**src/rtl/decode_cycle.sv**
```systemverilog
// decode_cycle: RV32I decode stage. Holds the 32x32 register file (written
// from writeback), decodes instrd into execute-stage controls and an extended
// immediate, and registers everything into the ID/EX pipeline register.
module decode_cycle #(
    parameter int XLEN = 32,
    parameter int NREG = 32
) (
    input  logic            clk,
    input  logic            rst,
    input  logic [XLEN-1:0] instrd,
    input  logic [XLEN-1:0] pcd,
    input  logic [XLEN-1:0] pcplus4d,
    input  logic            regwritew,
    input  logic [4:0]      rdw,
    input  logic [XLEN-1:0] resultw,
    input  logic            flushe,
    input  logic            stalle,
    output logic [4:0]      rs1d,
    output logic [4:0]      rs2d,
    output logic            regwritee,
    output logic [1:0]      resultsrce,
    output logic            memwritee,
    output logic            jumpe,
    output logic            branche,
    output logic [2:0]      alucontrole,
    output logic            alusrce,
    output logic            illegale,
    output logic [XLEN-1:0] rd1e,
    output logic [XLEN-1:0] rd2e,
    output logic [XLEN-1:0] pce,
    output logic [XLEN-1:0] pcplus4e,
    output logic [XLEN-1:0] immexte,
    output logic [4:0]      rs1e,
    output logic [4:0]      rs2e,
    output logic [4:0]      rde
);

    typedef enum logic [2:0] {
        IMM_NONE = 3'd0,
        IMM_I    = 3'd1,
        IMM_S    = 3'd2,
        IMM_B    = 3'd3,
        IMM_J    = 3'd4
    } imm_sel_t;

    logic [XLEN-1:0] rf_q [NREG];

    logic [6:0]      opcode_s;
    logic [2:0]      funct3_s;
    logic [4:0]      rd_s;
    logic [XLEN-1:0] rd1_s, rd2_s, imm_s;
    logic            regwrite_s, memwrite_s, jump_s, branch_s, alusrc_s, illegal_s;
    logic [1:0]      resultsrc_s, aluop_s;
    logic [2:0]      aluctl_s;
    imm_sel_t        imm_sel_s;

    assign opcode_s = instrd[6:0];
    assign funct3_s = instrd[14:12];
    assign rd_s     = instrd[11:7];
    assign rs1d     = instrd[19:15];
    assign rs2d     = instrd[24:20];

    // Register file: reset clears every entry and discards same-cycle writeback.
    always_ff @(posedge clk) begin
        if (rst) begin
            for (int i = 0; i < NREG; i++) begin
                rf_q[i] <= '0;
            end
        end else if (regwritew && (rdw != 5'd0)) begin
            rf_q[rdw] <= resultw;
        end else begin
            rf_q[0] <= '0;
        end
    end

    // Register reads: x0 is hard zero, writeback data bypasses the array.
    always_comb begin
        rd1_s = rf_q[rs1d];
        rd2_s = rf_q[rs2d];
        if (rs1d == 5'd0) begin
            rd1_s = '0;
        end else if (regwritew && (rdw == rs1d)) begin
            rd1_s = resultw;
        end else begin
            rd1_s = rf_q[rs1d];
        end
        if (rs2d == 5'd0) begin
            rd2_s = '0;
        end else if (regwritew && (rdw == rs2d)) begin
            rd2_s = resultw;
        end else begin
            rd2_s = rf_q[rs2d];
        end
    end

    // Main decoder: opcode to control bits, ALU op class and immediate format.
    always_comb begin
        regwrite_s  = 1'b0;
        memwrite_s  = 1'b0;
        jump_s      = 1'b0;
        branch_s    = 1'b0;
        alusrc_s    = 1'b0;
        illegal_s   = 1'b0;
        resultsrc_s = 2'b00;
        aluop_s     = 2'b00;
        imm_sel_s   = IMM_NONE;
        case (opcode_s)
            7'b0110011: begin regwrite_s = 1'b1; aluop_s = 2'b10; end
            7'b0010011: begin regwrite_s = 1'b1; alusrc_s = 1'b1; aluop_s = 2'b10; imm_sel_s = IMM_I; end
            7'b0000011: begin regwrite_s = 1'b1; alusrc_s = 1'b1; resultsrc_s = 2'b01; imm_sel_s = IMM_I; end
            7'b0100011: begin memwrite_s = 1'b1; alusrc_s = 1'b1; imm_sel_s = IMM_S; end
            7'b1100011: begin branch_s = 1'b1; aluop_s = 2'b01; imm_sel_s = IMM_B; end
            7'b1101111: begin regwrite_s = 1'b1; jump_s = 1'b1; resultsrc_s = 2'b10; imm_sel_s = IMM_J; end
            default: begin
                // The all-zero word is the fetch bubble and decodes as a NOP.
                if (instrd == 32'd0) begin
                    illegal_s = 1'b0;
                end else begin
                    illegal_s = 1'b1;
                end
            end
        endcase
        // ALU decode; unsupported funct3 on ALU ops falls back to add and flags illegal.
        aluctl_s = 3'b000;
        case (aluop_s)
            2'b00: aluctl_s = 3'b000;
            2'b01: aluctl_s = 3'b001;
            2'b10: begin
                case (funct3_s)
                    3'b000: begin
                        if (instrd[5] && instrd[30]) begin
                            aluctl_s = 3'b001;
                        end else begin
                            aluctl_s = 3'b000;
                        end
                    end
                    3'b010: aluctl_s = 3'b101;
                    3'b110: aluctl_s = 3'b011;
                    3'b111: aluctl_s = 3'b010;
                    default: begin aluctl_s = 3'b000; illegal_s = 1'b1; end
                endcase
            end
            default: aluctl_s = 3'b000;
        endcase
    end

    // Immediate generator, sign bit is always instrd[31].
    always_comb begin
        case (imm_sel_s)
            IMM_I:   imm_s = {{20{instrd[31]}}, instrd[31:20]};
            IMM_S:   imm_s = {{20{instrd[31]}}, instrd[31:25], instrd[11:7]};
            IMM_B:   imm_s = {{19{instrd[31]}}, instrd[31], instrd[7], instrd[30:25], instrd[11:8], 1'b0};
            IMM_J:   imm_s = {{11{instrd[31]}}, instrd[31], instrd[19:12], instrd[20], instrd[30:21], 1'b0};
            default: imm_s = '0;
        endcase
    end

    // ID/EX register: reset and flush insert a zero bubble, stall holds, else load.
    always_ff @(posedge clk) begin
        if (rst || flushe) begin
            regwritee   <= 1'b0;
            resultsrce  <= 2'b00;
            memwritee   <= 1'b0;
            jumpe       <= 1'b0;
            branche     <= 1'b0;
            alucontrole <= 3'b000;
            alusrce     <= 1'b0;
            illegale    <= 1'b0;
            rd1e        <= '0;
            rd2e        <= '0;
            pce         <= '0;
            pcplus4e    <= '0;
            immexte     <= '0;
            rs1e        <= 5'd0;
            rs2e        <= 5'd0;
            rde         <= 5'd0;
        end else if (!stalle) begin
            regwritee   <= regwrite_s;
            resultsrce  <= resultsrc_s;
            memwritee   <= memwrite_s;
            jumpe       <= jump_s;
            branche     <= branch_s;
            alucontrole <= aluctl_s;
            alusrce     <= alusrc_s;
            illegale    <= illegal_s;
            rd1e        <= rd1_s;
            rd2e        <= rd2_s;
            pce         <= pcd;
            pcplus4e    <= pcplus4d;
            immexte     <= imm_s;
            rs1e        <= rs1d;
            rs2e        <= rs2d;
            rde         <= rd_s;
        end else begin
            regwritee   <= regwritee;
            resultsrce  <= resultsrce;
            memwritee   <= memwritee;
            jumpe       <= jumpe;
            branche     <= branche;
            alucontrole <= alucontrole;
            alusrce     <= alusrce;
            illegale    <= illegale;
            rd1e        <= rd1e;
            rd2e        <= rd2e;
            pce         <= pce;
            pcplus4e    <= pcplus4e;
            immexte     <= immexte;
            rs1e        <= rs1e;
            rs2e        <= rs2e;
            rde         <= rde;
        end
    end

endmodule
```
**config.mk**
```make
export PLATFORM = sky130hd
export DESIGN_NAME = decode_cycle
export DESIGN_NICKNAME = d
export VERILOG_FILES = /design/src/rtl/decode_cycle.sv
export SDC_FILE = /design/constraint.sdc
export NUM_CORES = 2
export LEC_CHECK = 0
export CORE_MARGIN = 4
export CORE_UTILIZATION = 55
export CTS_CLUSTER_DIAMETER = 200
export DETAILED_ROUTE_END_ITERATION = 6
export PLACE_DENSITY = 0.77
export REMOVE_ABC_BUFFERS = 1
export SYNTH_ARGS = -nofsm -noshare
export SYNTH_HDL_FRONTEND = slang
export SYNTH_SLANG_ARGS = --single-unit
```
**constraint.sdc**
```tcl
create_clock -name clk -period 4.9 [get_ports clk]
set_input_delay 0.49 -clock clk [delete_from_list [all_inputs] [get_ports clk]]
set_output_delay 0.49 -clock clk [all_outputs]
set_load 0.1 [all_outputs]
```
* After elaboration in Yosys (flattened, before gate mapping) *
Memory sizes are Yosys's and may differ from the RTL's.
Index checks and enable logic that the tools add are counted.

storage, ports and cells
  register bits = 186
  bits in latches = 0
  memory bits (writable) = 1,024
  bits in read-only memories = 0
  input port bits = 138
  memories = 1

memories
  memory  depth  width  rd ports  clocked after memory_dff  write ports  line  text
  rf_q    32     32     2         0                         32           46    logic [XLEN-1:0] rf_q [NREG];

cells by class
  $add $sub $neg = 0
  multipliers = 0
  divide/modulo/power cells = 0
  order comparisons = 0
  equality and inequality tests = 17
  shifts and indexed selects = 0
  muxes and demuxes = 32
  bitwise operators = 1
  reduce and logical (&&, ||, !) cells = 17

operators with widths
  operator                                       count
  two-way mux 32 bit                             6
  one-hot mux 32 bit (4 select lines)            1
  logical NOT 32 bit                             1
  OR reduction 32 bit                            1
  one-hot mux 3 bit (4 select lines)             2
  two-way mux 1 bit                              19
  == test 7 x 6 -> 1 bit, second input constant  2
  == test 7 bit, second input constant           2
  == test 5 bit                                  2
  logical NOT 5 bit                              2
  == test 3 x 2 -> 1 bit, second input constant  3
  == test 3 bit, second input constant           3
  one-hot mux 2 bit (2 select lines)             2
  OR reduction 4 bit                             2
  == test 7 x 2 -> 1 bit, second input constant  1
  == test 7 x 5 -> 1 bit, second input constant  1
  one-hot mux 3 bit (2 select lines)             1
  OR reduction 6 bit                             1
  two-way mux 5 bit                              1
  nonzero test 5 bit                             1
  logical AND 1 bit                              4
  OR reduction 2 bit                             2
  == test 3 x 1 -> 1 bit, second input constant  1
  logical NOT 3 bit                              1
  5 further kinds                                5

* Logic depth before layout (Yosys ltp) *
  depth after elaboration = 7
  gate-level depth with buffers = 9

* Least setup slack after synthesis *
Ideal clock, no wire load.

  path type = input -> register
  from = input rdw[0]
  to = memory rf_q[0][0] (enable)
  library setup time = 0.511 ns
  arrival time = 4.276 ns
  required time = 4.389 ns
  path slack = 0.114 ns
  stages on the path = 3
  path buffers = 1
  cell sequence = or2_2 -> clkbuf_1 -> o41ai_1

RTL lines
  what         line  text
  from (decl)  14    input logic [4:0] rdw,
  to (decl)    46

* Worst setup path in the final report *
  from = input instrd[15]
  to = output rs1d[0]

RTL lines
  what         line  text
  from (decl)  10    input logic [XLEN-1:0] instrd,
  to (decl)    18    output logic [4:0] rs1d,

No word-level cell between the ends.

==> metrics.txt <==
# TYPE chip_impl_metric gauge
chip_impl_metric{name="core-area",unit="um^2"} 109000
chip_impl_metric{name="die-height",unit="um"} 341
chip_impl_metric{name="vdd.ir_drop.worst",unit="mV"} 0.353
chip_impl_metric{name="sequential_cell_area",unit="um^2"} 34300
chip_impl_metric{name="syn_to_final_growth",unit="%"} 14.4
chip_impl_metric{name="cp_max_fo",unit=""} 60
chip_impl_metric{name="nets",unit=""} 4588
chip_impl_metric{name="arrival",unit="ns"} 2.78
chip_impl_metric{name="synth_area_per_cell",unit="um^2"} 14.2
chip_impl_metric{name="via_count",unit=""} 40900
chip_impl_metric{name="grt_pass1_vias",unit=""} 40000
chip_impl_metric{name="drt_first_iter_violations",unit=""} 5867
chip_impl_info{name="post-synth-top-count-cell",value="edfxtp_1"} 1
chip_impl_metric{name="finalWorstPathRequiredPeriod",unit="ns"} 3.27
chip_impl_metric{name="achievable_frequency",unit="MHz"} 306
chip_impl_metric{name="initial_utilization",unit=""} 0.556
chip_impl_metric{name="clock_skew",unit="ns"} 0.0252
chip_impl_metric{name="cts.sinks",unit=""} 1199
chip_impl_metric{name="synth_enable_flop_cells",unit=""} 1024
chip_impl_info{name="synthTopCellsByArea",value="edfxtp_1, mux4_2, and2_1"} 1
chip_impl_metric{name="sum_of_negative_setup_slack",unit="ns"} 0
chip_impl_metric{name="cts-buffers-inserted",unit=""} 130
chip_impl_metric{name="detailedPlacementHpwl",unit="mm"} 118
chip_impl_metric{name="finalCritPeriodShare",unit=""} 0.667
chip_impl_metric{name="finalMaxSlewViolations",unit=""} 0
chip_impl_metric{name="post_cts_buffers",unit=""} 0
chip_impl_info{name="end_kind",value="primary output"} 1
chip_impl_metric{name="grt_overflow",unit=""} 0
chip_impl_metric{name="numPortBuffers",unit=""} 333
chip_impl_metric{name="post_synth_inst_count",unit=""} 4281
chip_impl_metric{name="die_x",unit="um"} 341
chip_impl_metric{name="transition_at_the_pin_with_the_smallest_max_transition_slack",unit="ns"} 1.38
chip_impl_metric{name="hold_viol",unit=""} 0
chip_impl_metric{name="rows",unit=""} 121
chip_impl_metric{name="ys_warn_count",unit=""} 0
chip_impl_metric{name="drtPass1Iterations",unit=""} 6
chip_impl_metric{name="placedInstanceArea",unit="um^2"} 65400
chip_impl_metric{name="drive_above_1_share",unit=""} 0.188
chip_impl_info{name="rsz0062_at_grt",value="no"} 1
chip_impl_metric{name="route.detailed.vias_per_inst",unit=""} 6.78
chip_impl_metric{name="ctsResizeCount",unit=""} 0
chip_impl_metric{name="cts_max_level",unit=""} 4
chip_impl_metric{name="cp.required",unit="ns"} 4.41
chip_impl_metric{name="power_density",unit="nW/um^2"} 355
chip_impl_metric{name="gp_congestion",unit=""} 0.888
chip_impl_info{name="timing.setup.critical_path_class",value="primary input to primary output"} 1
chip_impl_metric{name="synth_top_cell_area_share",unit=""} 0.506
chip_impl_info{name="yosys.area.top_type",value="edfxtp_1"} 1
chip_impl_info{name="tritoncts",value="done"} 1
chip_impl_metric{name="drc",unit=""} 0
chip_impl_metric{name="worst_skew_pair.late_latency",unit="ns"} 0.75
chip_impl_metric{name="synth.yosys.seq_area_share",unit=""} 0.563
chip_impl_info{name="status",value="complete, no violations"} 1
chip_impl_metric{name="die_area",unit="um^2"} 116000
chip_impl_metric{name="layout.filler_cells",unit=""} 7761
chip_impl_metric{name="grt_util_all_layers",unit=""} 0.326
chip_impl_metric{name="cts-hold-fix-buffers",unit=""} 0
chip_impl_metric{name="setup_viol",unit=""} 0
chip_impl_metric{name="ys_async_sr_fraction",unit=""} 0
chip_impl_metric{name="ys_types",unit=""} 62
chip_impl_metric{name="finalWirelength",unit="mm"} 192
chip_impl_info{name="min-delay-path-class",value="primary input to register"} 1
chip_impl_metric{name="route.antenna.remaining_nets",unit=""} 0
chip_impl_metric{name="synth-seq-cells",unit=""} 1199
chip_impl_info{name="start_kind",value="primary input"} 1
chip_impl_metric{name="cts.reportedPaths.clkPinSlew",unit="ns"} 0.06
chip_impl_metric{name="maximum_buffer_depth_of_the_clock_tree",unit=""} 3
chip_impl_info{name="synth.cells.most_frequent",value="edfxtp_1, and2_1, mux4_2"} 1
chip_impl_info{name="synth_ff_type",value="edfxtp_1"} 1
chip_impl_metric{name="synth.cell_area",unit="um^2"} 60800
chip_impl_metric{name="slew-limit-headroom",unit=""} 0.0579
chip_impl_metric{name="r2r_setup_slack",unit="ns"} 2.21
chip_impl_metric{name="fin_hold_ws",unit="ns"} 0.246
chip_impl_metric{name="fin_area",unit="um^2"} 69600
chip_impl_info{name="cts-root-buf",value="clkbuf_16"} 1
chip_impl_metric{name="wl_per_cell",unit="um"} 31.8
chip_impl_metric{name="drv.max_cap_violation_count",unit=""} 0
chip_impl_metric{name="total_leakage_power",unit="nW"} 24.6
chip_impl_metric{name="area_of_the_multi_input_gates",unit="um^2"} 24700
chip_impl_metric{name="grt_max_degree",unit=""} 112
chip_impl_metric{name="boundaryPins",unit=""} 334
chip_impl_metric{name="antenna_found_initial",unit=""} 8
chip_impl_metric{name="grt_pass1_wl",unit="mm"} 277
state kept, by name, summed over array words and instances (netlist names):
register and count:
alucontrole 3, alusrce 1, branche 1, illegale 1
immexte 21, jumpe 1, memwritee 1, pce 32
pcplus4e 32, rd1e 32, rd2e 32, rde 5
regwritee 1, resultsrce 2, rf_q 1024, rs1e 5
rs2e 5
cell usage in the layout (no fill, tap or decap), types with 31 or more instances in the layout:
cell type and n:
a21oi_1 39, a221o_1 50, a221oi_1 49, a22oi_1 35
and2_1 994, buf_4 128, clkbuf_16 133, clkdlybuf4s50_1 324
conb_1 32, dfxtp_1 175, edfxtp_1 1024, mux2i_1 335
mux4_2 413, nand2_1 69, nor2_1 152, nor2_2 31
nor4_1 36, o221ai_1 32, o22ai_1 75, or2_2 35
worst paths after layout:
kind	startpoint	end	depth (start not counted)
hold reg to reg	immexte[15]	immexte[15]	2
setup / recovery	instrd[15]	rs1d[0]	3
setup reg to reg	rf_q[3][14]	rd1e[14]	4
hold / removal	stalle	immexte[10]	3
kinds of logic (layout without fill, tap and decap cells):
logic type / after synthesis / in the layout / synth area share
DFF: 1199 / 1199 / 0.563
AOI/OAI and AO/OA: 433 / 433 / 0.0553
other: 1 / 36 / 0.0000617
xor gates and xnor gates: 10 / 10 / 0.00144
adders and majority gates: 2 / 2 / 0.000411
muxes: 774 / 774 / 0.213
and+or+nand+nor: 1385 / 1385 / 0.132
buffers and inverters: 477 / 720 / 0.0347
power breakdown:
group	switching (mW)	internal, mW
sequential	0.328	11.6
clock	4.15	5.54
combinational	1.92	1.16
total	6.40	18.3
routing by layer:
metal  part of all wire  GRT usage
met1               0.35      0.424
met2               0.46      0.509
met3               0.14      0.104
met4              0.046      0.139
met5            0.00020          0
final cells by class:
| cell class | instances | area share |
|---|---|---|
| Sequential cell | 1199 | 0.492 |
| Multi-Input combinational cell | 2636 | 0.355 |
| Clock buffer | 174 | 0.0520 |
| Antenna cell | 4 | 0.000144 |
| Inverter | 9 | 0.000485 |
| Timing Repair Buffer | 472 | 0.0653 |
| Clock inverter | 65 | 0.00791 |
| Tap cell | 1476 | 0.0265 |
metrics by stage:
step / total power, mW / cells / setup slack, ns / utilization
after floorplan: 13.6 / 3844 / -3.68 / -
after global placement: 15.1 / 5790 / 0.944 / 0.598
after detailed placement: 15.1 / 5791 / 1.16 / 0.598
after CTS: 24.7 / 6030 / 1.62 / 0.636
after global routing: 25.3 / 6031 / 1.56 / 0.637
final: 24.7 / 6035 / 1.63 / 0.637
worst max-delay path: stages:
cell and delay [ns]:
buf_8 0.59, buf_12 0.43, clkdlybuf4s50_1 1.22
No activity file was read; power rests on OpenSTA's default activity.
